### src/rtl/seletor_velocidade.sv
// seletor_velocidade -- speed command source for the toy's speed display.
//
// Two active-low push buttons step a three-level speed ladder
// (PARADO -> LENTO -> RAPIDO). An active-high emergency stop forces PARADO.
// The 2-bit code {chave_1, chave_0} feeds the speed 7-segment decoder
// directly. A motor PWM follows the selected speed.
//
// Ports:
//   clk         system clock, all state on the rising edge
//   reset_n     asynchronous active-low reset
//   botao_mais  speed-up button, active-low, asynchronous
//   botao_menos speed-down button, active-low, asynchronous
//   parar       emergency stop, active-high, asynchronous
//   chave_0     speed code LSB (registered)
//   chave_1     speed code MSB (registered)
//   pwm_motor   motor PWM (registered)
//   mudando     high while the post-change dwell lockout runs (registered)
module seletor_velocidade #(
   parameter int DEBOUNCE_CYCLES = 500000,
   parameter int DWELL_CYCLES    = 25000000,
   parameter int PWM_PERIOD      = 1000,
   parameter int DUTY_LENTO      = 500
) (
   input  logic clk,
   input  logic reset_n,
   input  logic botao_mais,
   input  logic botao_menos,
   input  logic parar,
   output logic chave_0,
   output logic chave_1,
   output logic pwm_motor,
   output logic mudando
);

   localparam int DBW = $clog2(DEBOUNCE_CYCLES + 1);
   localparam int DWW = $clog2(DWELL_CYCLES + 1);
   localparam int PW  = $clog2(PWM_PERIOD + 1);

   localparam logic [DBW-1:0] DEB_LAST   = DBW'(DEBOUNCE_CYCLES - 1);
   localparam logic [DWW-1:0] DWELL_LOAD = DWW'(DWELL_CYCLES);
   localparam logic [PW-1:0]  PWM_LAST   = PW'(PWM_PERIOD - 1);
   localparam logic [PW-1:0]  DUTY_L     = PW'(DUTY_LENTO);
   localparam logic [PW-1:0]  DUTY_R     = PW'(PWM_PERIOD);

   typedef enum logic [1:0] {
      PARADO = 2'b00,
      LENTO  = 2'b01,
      RAPIDO = 2'b10
   } estado_t;

   // Duty in high cycles per period for each speed; RAPIDO equals the
   // period so the comparison below never goes low.
   function automatic logic [PW-1:0] duty_de(input estado_t e);
      case (e)
         LENTO:   duty_de = DUTY_L;
         RAPIDO:  duty_de = DUTY_R;
         default: duty_de = '0;
      endcase
   endfunction

   // ---- Stage: 2-flop synchronizers (reset to the released/idle level)
   logic mais_s1, mais_s2, menos_s1, menos_s2, parar_s1, parar_s2;

   always_ff @(posedge clk or negedge reset_n) begin
      if (!reset_n) begin
         mais_s1  <= 1'b1;
         mais_s2  <= 1'b1;
         menos_s1 <= 1'b1;
         menos_s2 <= 1'b1;
         parar_s1 <= 1'b0;
         parar_s2 <= 1'b0;
      end else begin
         mais_s1  <= botao_mais;
         mais_s2  <= mais_s1;
         menos_s1 <= botao_menos;
         menos_s2 <= menos_s1;
         parar_s1 <= parar;
         parar_s2 <= parar_s1;
      end
   end

   // ---- Stage: debounce; a press pulse fires only on the accepted
   //      released->pressed change, so a held button yields one pulse.
   logic           deb_mais, deb_menos;
   logic [DBW-1:0] cnt_mais, cnt_menos;
   logic           pulso_mais, pulso_menos;

   always_ff @(posedge clk or negedge reset_n) begin
      if (!reset_n) begin
         deb_mais   <= 1'b1;
         cnt_mais   <= '0;
         pulso_mais <= 1'b0;
      end else begin
         pulso_mais <= 1'b0;
         if (mais_s2 == deb_mais) begin
            cnt_mais <= '0;
         end else if (cnt_mais == DEB_LAST) begin
            deb_mais   <= mais_s2;
            cnt_mais   <= '0;
            pulso_mais <= ~mais_s2;
         end else begin
            cnt_mais <= cnt_mais + DBW'(1);
         end
      end
   end

   always_ff @(posedge clk or negedge reset_n) begin
      if (!reset_n) begin
         deb_menos   <= 1'b1;
         cnt_menos   <= '0;
         pulso_menos <= 1'b0;
      end else begin
         pulso_menos <= 1'b0;
         if (menos_s2 == deb_menos) begin
            cnt_menos <= '0;
         end else if (cnt_menos == DEB_LAST) begin
            deb_menos   <= menos_s2;
            cnt_menos   <= '0;
            pulso_menos <= ~menos_s2;
         end else begin
            cnt_menos <= cnt_menos + DBW'(1);
         end
      end
   end

   // ---- Stage: speed ladder with dwell lockout and emergency stop
   estado_t        estado, prox;
   logic           aceita;
   logic [DWW-1:0] dwell_cnt;

   // Simultaneous up/down pulses cancel; pulses at a ladder end do not
   // count as an accepted change and so do not start a dwell.
   always_comb begin
      prox   = estado;
      aceita = 1'b0;
      if (!parar_s2 && (dwell_cnt == '0) && (pulso_mais ^ pulso_menos)) begin
         if (pulso_mais) begin
            case (estado)
               PARADO:  prox = LENTO;
               LENTO:   prox = RAPIDO;
               default: prox = estado;
            endcase
         end else begin
            case (estado)
               RAPIDO:  prox = LENTO;
               LENTO:   prox = PARADO;
               default: prox = estado;
            endcase
         end
         aceita = (prox != estado);
      end
   end

   always_ff @(posedge clk or negedge reset_n) begin
      if (!reset_n) begin
         estado    <= PARADO;
         dwell_cnt <= '0;
         mudando   <= 1'b0;
      end else if (parar_s2) begin
         estado    <= PARADO;
         dwell_cnt <= '0;
         mudando   <= 1'b0;
      end else if (aceita) begin
         estado    <= prox;
         dwell_cnt <= DWELL_LOAD;
         mudando   <= 1'b1;
      end else if (dwell_cnt != '0) begin
         dwell_cnt <= dwell_cnt - DWW'(1);
         mudando   <= (dwell_cnt != DWW'(1));
      end
   end

   assign chave_1 = estado[1];
   assign chave_0 = estado[0];

   // ---- Stage: PWM; duty reloads only on the wrap so every period is
   //      whole. The output is computed from next-cycle values so it lines
   //      up with the counter it describes.
   logic [PW-1:0] pwm_cnt, duty_ativo, cnt_prox, duty_prox;
   logic          wrap;

   always_comb begin
      wrap      = (pwm_cnt == PWM_LAST);
      cnt_prox  = wrap ? '0 : pwm_cnt + PW'(1);
      duty_prox = wrap ? duty_de(estado) : duty_ativo;
   end

   always_ff @(posedge clk or negedge reset_n) begin
      if (!reset_n) begin
         pwm_cnt    <= '0;
         duty_ativo <= '0;
         pwm_motor  <= 1'b0;
      end else begin
         pwm_cnt <= cnt_prox;
         if (parar_s2) begin
            // Stop overrides immediately; the zeroed duty keeps the motor
            // off after release until the next wrap reloads PARADO.
            duty_ativo <= '0;
            pwm_motor  <= 1'b0;
         end else begin
            duty_ativo <= duty_prox;
            pwm_motor  <= (cnt_prox < duty_prox);
         end
      end
   end

endmodule

### config.mk
export PLATFORM = sky130hd
export DESIGN_NAME = seletor_velocidade
export DESIGN_NICKNAME = d
export VERILOG_FILES = /design/src/rtl/seletor_velocidade.sv
export SDC_FILE = /design/constraint.sdc
export NUM_CORES = 1
export LEC_CHECK = 0
export BUFFER_PORTS_ARGS = -buffer_cell sky130_fd_sc_hd__buf_2
export CORE_MARGIN = 4
export CORE_UTILIZATION = 55
export CTS_CLUSTER_SIZE = 30
export DETAILED_ROUTE_END_ITERATION = 7
export HOLD_SLACK_MARGIN = 0.12
export PLACE_DENSITY = 0.79
export RECOVER_POWER = 50
export SLEW_MARGIN = 40
export SYNTH_ARGS = -nofsm -noshare
export SYNTH_HDL_FRONTEND = slang
export SYNTH_SLANG_ARGS = --single-unit
### constraint.sdc
create_clock -name clk -period 3.7 [get_ports clk]
set_input_delay 0 -clock clk [delete_from_list [all_inputs] [get_ports clk]]
set_output_delay 0 -clock clk [all_outputs]
set_load 0.02 [all_outputs]
# ---- Yosys cells after proc, flatten, opt, wreduce, memory -nomap -nowiden
# Cells that the tools add are included.
dict set report totals {
  out_inout_bits 4
  register_bits 97
  word_cells 76
}
dict set report op_classes {
  reduce_logical 12
  muxes 27
  n_bitwise 5
  eq_ne 9
  magnitude_cmp 1
  add_sub_neg 4
}
# cell count
set ops {}
lappend ops {{$mux 19} 4}
lappend ops {{$mux 25} 3}
lappend ops {{$add 19x1->19 const B} 2}
lappend ops {{$eq 19x19->1 const B} 2}
lappend ops {{$mux 10} 3}
lappend ops {{$logic_not 25->1} 1}
lappend ops {{$ne 25x1->1 const B} 1}
lappend ops {{$reduce_bool 25->1} 1}
lappend ops {{$sub 25x1->25 const B} 1}
lappend ops {{$pmux 10 s2} 1}
lappend ops {{$add 10x1->10 const B} 1}
lappend ops {{$eq 10x10->1 const B} 1}
lappend ops {{$lt 10x10->1} 1}
lappend ops {{$mux 2} 5}
lappend ops {{$mux 1} 9}
lappend ops {{$pmux 2 s2} 2}
lappend ops {{$reduce_and 2->1} 3}
lappend ops {{$not 1->1} 4}
lappend ops {{$reduce_bool 2->1} 2}
lappend ops {{$reduce_bool 3->1} 1}
lappend ops {{$eq 1x1->1} 2}
lappend ops {{$eq 2x1->1 const B} 1}
lappend ops {{$eq 2x2->1 const B} 1}
lappend ops {{$logic_and 1x1->1} 2}
lappend ops {{other kinds (4)} 4}

# ---- Depth between registers and ports, before layout
dict set report logic_depth {
  ltp_word 8
  mapped_depth 11
  mapped_depth_nobuf 10
}

# ---- Worst setup path before layout
# Ideal clock, no wire load.
dict set report synth_timing {
  path_type {register -> register}
  start {reg pwm_cnt[0]}
  end {reg pwm_motor}
  setup_ns 0.086
  setup_slack_ns 1.230
  t_required_ns 3.614
  arrival_ns 2.384
  stages_incl_launch_ff 11
  synth_period_minus_slack_ns 2.470
  path_cell_list {dfrtp_1 > ha_1 > nand4_1 > nor4_1 > buf_2 > mux2i_1 > ha_1 > and4_1 > a211oi_1 > a21oi_1 > nor3_1}
}
dict set report synth_via {
  elab_chain_cells 4
  elab_cells_between_ends 6
}
# item line
set synth_lines {}
lappend synth_lines {{start: declaration} 179} ;# logic [PW-1:0] pwm_cnt, duty_ativo, cnt_prox, duty_prox;
lappend synth_lines {{start signal: assignment} 194} ;# pwm_cnt <= cnt_prox;
lappend synth_lines {{$add 10x1->10 or $eq 10x10->1 (tied branches)} {184, 183}}
lappend synth_lines {{$mux 10, on equally long branches} {184, 185}}
lappend synth_lines {{$lt 10x10->1 (*)} 202} ;# pwm_motor <= (cnt_prox < duty_prox);
lappend synth_lines {{$mux 1 (*)} 195} ;# if (parar_s2) begin
lappend synth_lines {{end signal: assignment} 202}
lappend synth_lines {{end: declaration} 31} ;# output logic pwm_motor,
# Every way passes the cells marked *; elsewhere a longest branch is shown, timed or not.
# A chain may end at the register's enable or synchronous reset.

# ---- Final worst setup path
# Same ends and word-level chain as after synthesis.

==> flow_summary.yaml <==
status:
  status: "finished with violations"
  violations: "max-capacitance violations, max-slew violations"
critical_path:
  crit_path_max_fanout: 7
  cp-end-kind: "register"
  r2r.worst_path.cells: 10
  worstReg2RegEnd: "pwm_motor"
  cp.arrival_ns: 3.18
  worstSetupStartpointType: "register"
  cp.required_ns: 4.00
  r2r_slack_ns: 0.81
  path_class: "register to register"
  r2r_start: "pwm_cnt[0]"
timing:
  rsz0062_at_grt: "no"
  hold_violations: 0
  period_needed_ns: 2.89
  relSlewSlack: -0.814
  tns_ns: 0
  skew_ns: 0.0112
  fin_crit_sh: 0.781
  slew_viol_final: 64
  timing.fmax_mhz: 346
  worstMarginPinSlew_ns: 2.72
  setup_violations: 0
clock_tree:
  cts_tree: "built"
  ctsHtreeMaxLevel: 3
  cts_resized: 0
  cts_sinks: 97
  post_cts_buffers: 0
  clock_path_buffers: 2
  hold_buffers: 4
  clk_pin_slew_ns: 0.10
  clk_latency_ns: 0.37
  numCtsBuffers: 9
  clock-root-buffer: "clkbuf_8"
detailed_routing:
  wl_met3_um: 266
  met1_length_mm: 4.21
  first_pass_iters: 4
  vias: 3474
  drc: 0
  final_antenna_net_count: 0
  wirelength_mm: 9.02
  post_drt_wl_per_cell_um: 14.8
  first_iter_violations: 105
  top_layer: "met4"
  viasPerCell: 5.70
  wl_met2_mm: 4.36
synthesis:
  synthAdderAreaFrac: 0.0479
  synth-simple-area-share: 0.251
  yosysTopAreaCell: "dfrtp_1"
  synthMuxAreaShare: 0.0166
  synth_xor_area_frac: 0.104
  synth_area_leaders: "dfrtp_1 46%, nor2_1 6.4%, xnor2_1 5.6%, ha_1 4.8%, xor2_1 4.8%"
  yosys_warnings: 0
  synth_nets: 507
  synth_top_family_by_area: "simple AND/OR/NAND/NOR gates"
  syn_area_per_cell_sq_um: 10.3
  async_flop_share: 1.00
  ys_seq_area_frac: 0.491
  ys_seq_elements: 97
  synth_edf_count: 0
  ys_types: 56
  syn-cell-area_sq_um: 4960
  ys.flop_type: "dfrtp_1"
  synth_compound_area_frac: 0.0651
  synth_top_area_frac: 0.459
  syn_inst: 483
worst_hold_path:
  hp-start: "parar"
  min_to: "parar_s1"
  hp-class: "input pin to register"
  hold_path_depth: 2
layout:
  seq_area_sq_um: 2430
  drive_gt1_frac: 0.108
  n_antenna_cell: 0
  final_common_cell: "dfrtp_1"
  area_growth_pct: 8.02
  multi_input_area_sq_um: 2410
  fillers: 698
  layout_common_cells: "91 x dfrtp_1, 84 x nor2_1, 32 x xnor2_1"
  fin_nets: 521
power_and_ir_drop:
  p_leak_nw: 2.40
  p_sw_frac: 0.222
  p_per_area_nw_per_um2: 356
  ir_worst_vdd_v: 0.000180
  seqPwrFrac: 0.565
  finalPower_mw: 1.91
  p_int_mw: 1.48
  p_clk_frac: 0.408
  power.switching_mw: 0.423
  combPwrFrac: 0.026
placed_design:
  place_hpwl_mm: 6.34
  place.gp.congestion: 0.896
  port_buffers: 8
floorplan:
  fp.coreArea_sq_um: 8760
  start_util: 0.566
  fp.dieH_um: 103
  boundaryPins: 9
  die_w_um: 103
  rows: 34
  die_area_sq_um: 10600
global_routing:
  grt_pass1_wl_mm: 16.1
  grt_pass1_vias: 3477
  overflow: 0
  antenna_found_initial: 0
  grt_max_degree: 64
  grt_usage: 0.190
flow_run:
  drv_cap: 1
==> synthesized netlist by cell type, types with 2 or more instances <==
library cell,instances
or2_2,2
clkbuf_1,3
dfstp_2,6
nand4_1,9
a21oi_1,10
nand2_1,29
and3b_1,2
o211ai_1,2
nor4_1,7
buf_2,6
and3_1,7
nor2_1,84
or4_1,2
nand3_1,27
nand3_2,2
nor2b_1,4
a21boi_0,5
buf_6,2
nor4_4,5
xor2_1,27
xnor2_1,32
or3_1,4
mux2_2,2
nor4_2,2
mux2i_1,6
o21ai_0,11
inv_1,13
nor3_1,20
o41ai_1,3
o31ai_1,3
and2_1,3
a211oi_1,4
nand2b_1,5
or4_4,3
ha_1,19
dfrtp_1,91
nor3b_2,2
==> per-stage QoR <==
stage | setup WS, ns | util | area [sq um] | cells | hold WS, ns
after detailed placement | 0.852 | 0.582 | 5100 | 590 | 0.108
final | 0.811 | 0.612 | 5360 | 610 | 0.269
after global routing | 0.294 | 0.612 | 5360 | 610 | 0.281
after global placement | 1.02 | 0.582 | 5100 | 590 | 0.108
after CTS | 0.808 | 0.612 | 5360 | 610 | 0.261
after floorplan | 1.23 | - | 4960 | 483 | -0.296
==> final cells by class <==
cell class,instances,share of cell area
Timing Repair Buffer,15,0.0189
Sequential cell,97,0.454
Tap cell,108,0.0252
Clock inverter,6,0.0168
Multi-Input combinational cell,361,0.450
Inverter,13,0.00910
Clock buffer,10,0.0257
==> power by group through the flow <==
stage	clock network (mW)	registers, mW	logic, mW
floorplan	0	1.10	0.0239
detailed placement	0	1.10	0.0487
global route	0.837	1.08	0.0589
CTS	0.793	1.08	0.0520
finish	0.779	1.08	0.0502
global placement	0	1.10	0.0480
==> kinds of logic (layout without fill, tap and decap cells) <==
| kind of cell | count (synthesis) | after routing |
|---|---|---|
| xor gates and xnor gates | 59 | 59 |
| DFF | 97 | 97 |
| and+or+nand+nor | 228 | 228 |
| AOI/OAI and AO/OA | 47 | 47 |
| muxes | 8 | 8 |
| buffers and inverters | 25 | 44 |
| adders and majority gates | 19 | 19 |
==> how the worst max path moves through the flow <==
stage / to / cells after the start / start / slack [ns]
final: pwm_motor / 10 / pwm_cnt[0] / 0.81
after global routing: deb_mais / 3 / reset_n / 0.29
after CTS: pwm_motor / 10 / pwm_cnt[0] / 0.81
after detailed placement: pwm_motor / 10 / pwm_cnt[0] / 0.85
after global placement: pwm_motor / 10 / pwm_cnt[0] / 1.02
after floorplan: pwm_motor / 10 / pwm_cnt[0] / 1.23
==> flip-flops by register name, summed over array words and instances, names as in the netlist, 2 cells and up <==
signal      flops
dwell_cnt      25
cnt_menos      19
duty_ativo     10
estado          2
cnt_mais       19
pwm_cnt        10
==> per-layer routing <==
metal,track usage,up-vias
li1,-,1701
met1,0.257,1700
met2,0.306,59
met3,0.0291,14
met4,0.0817,0
met5,0,-
==> worst max-delay path, stage by stage (launching register included) <==
cell and delay (ns):
dfrtp_1 0.44, ha_1 0.26, nand4_1 0.15, nor3_1 0.31, nand4_1 0.30, a21boi_0 0.35, ha_1 0.29, and4_1 0.21
a211oi_1 0.24, a21oi_1 0.11, nor3_1 0.16
Note: power is estimated with default switching activity, not from simulation.
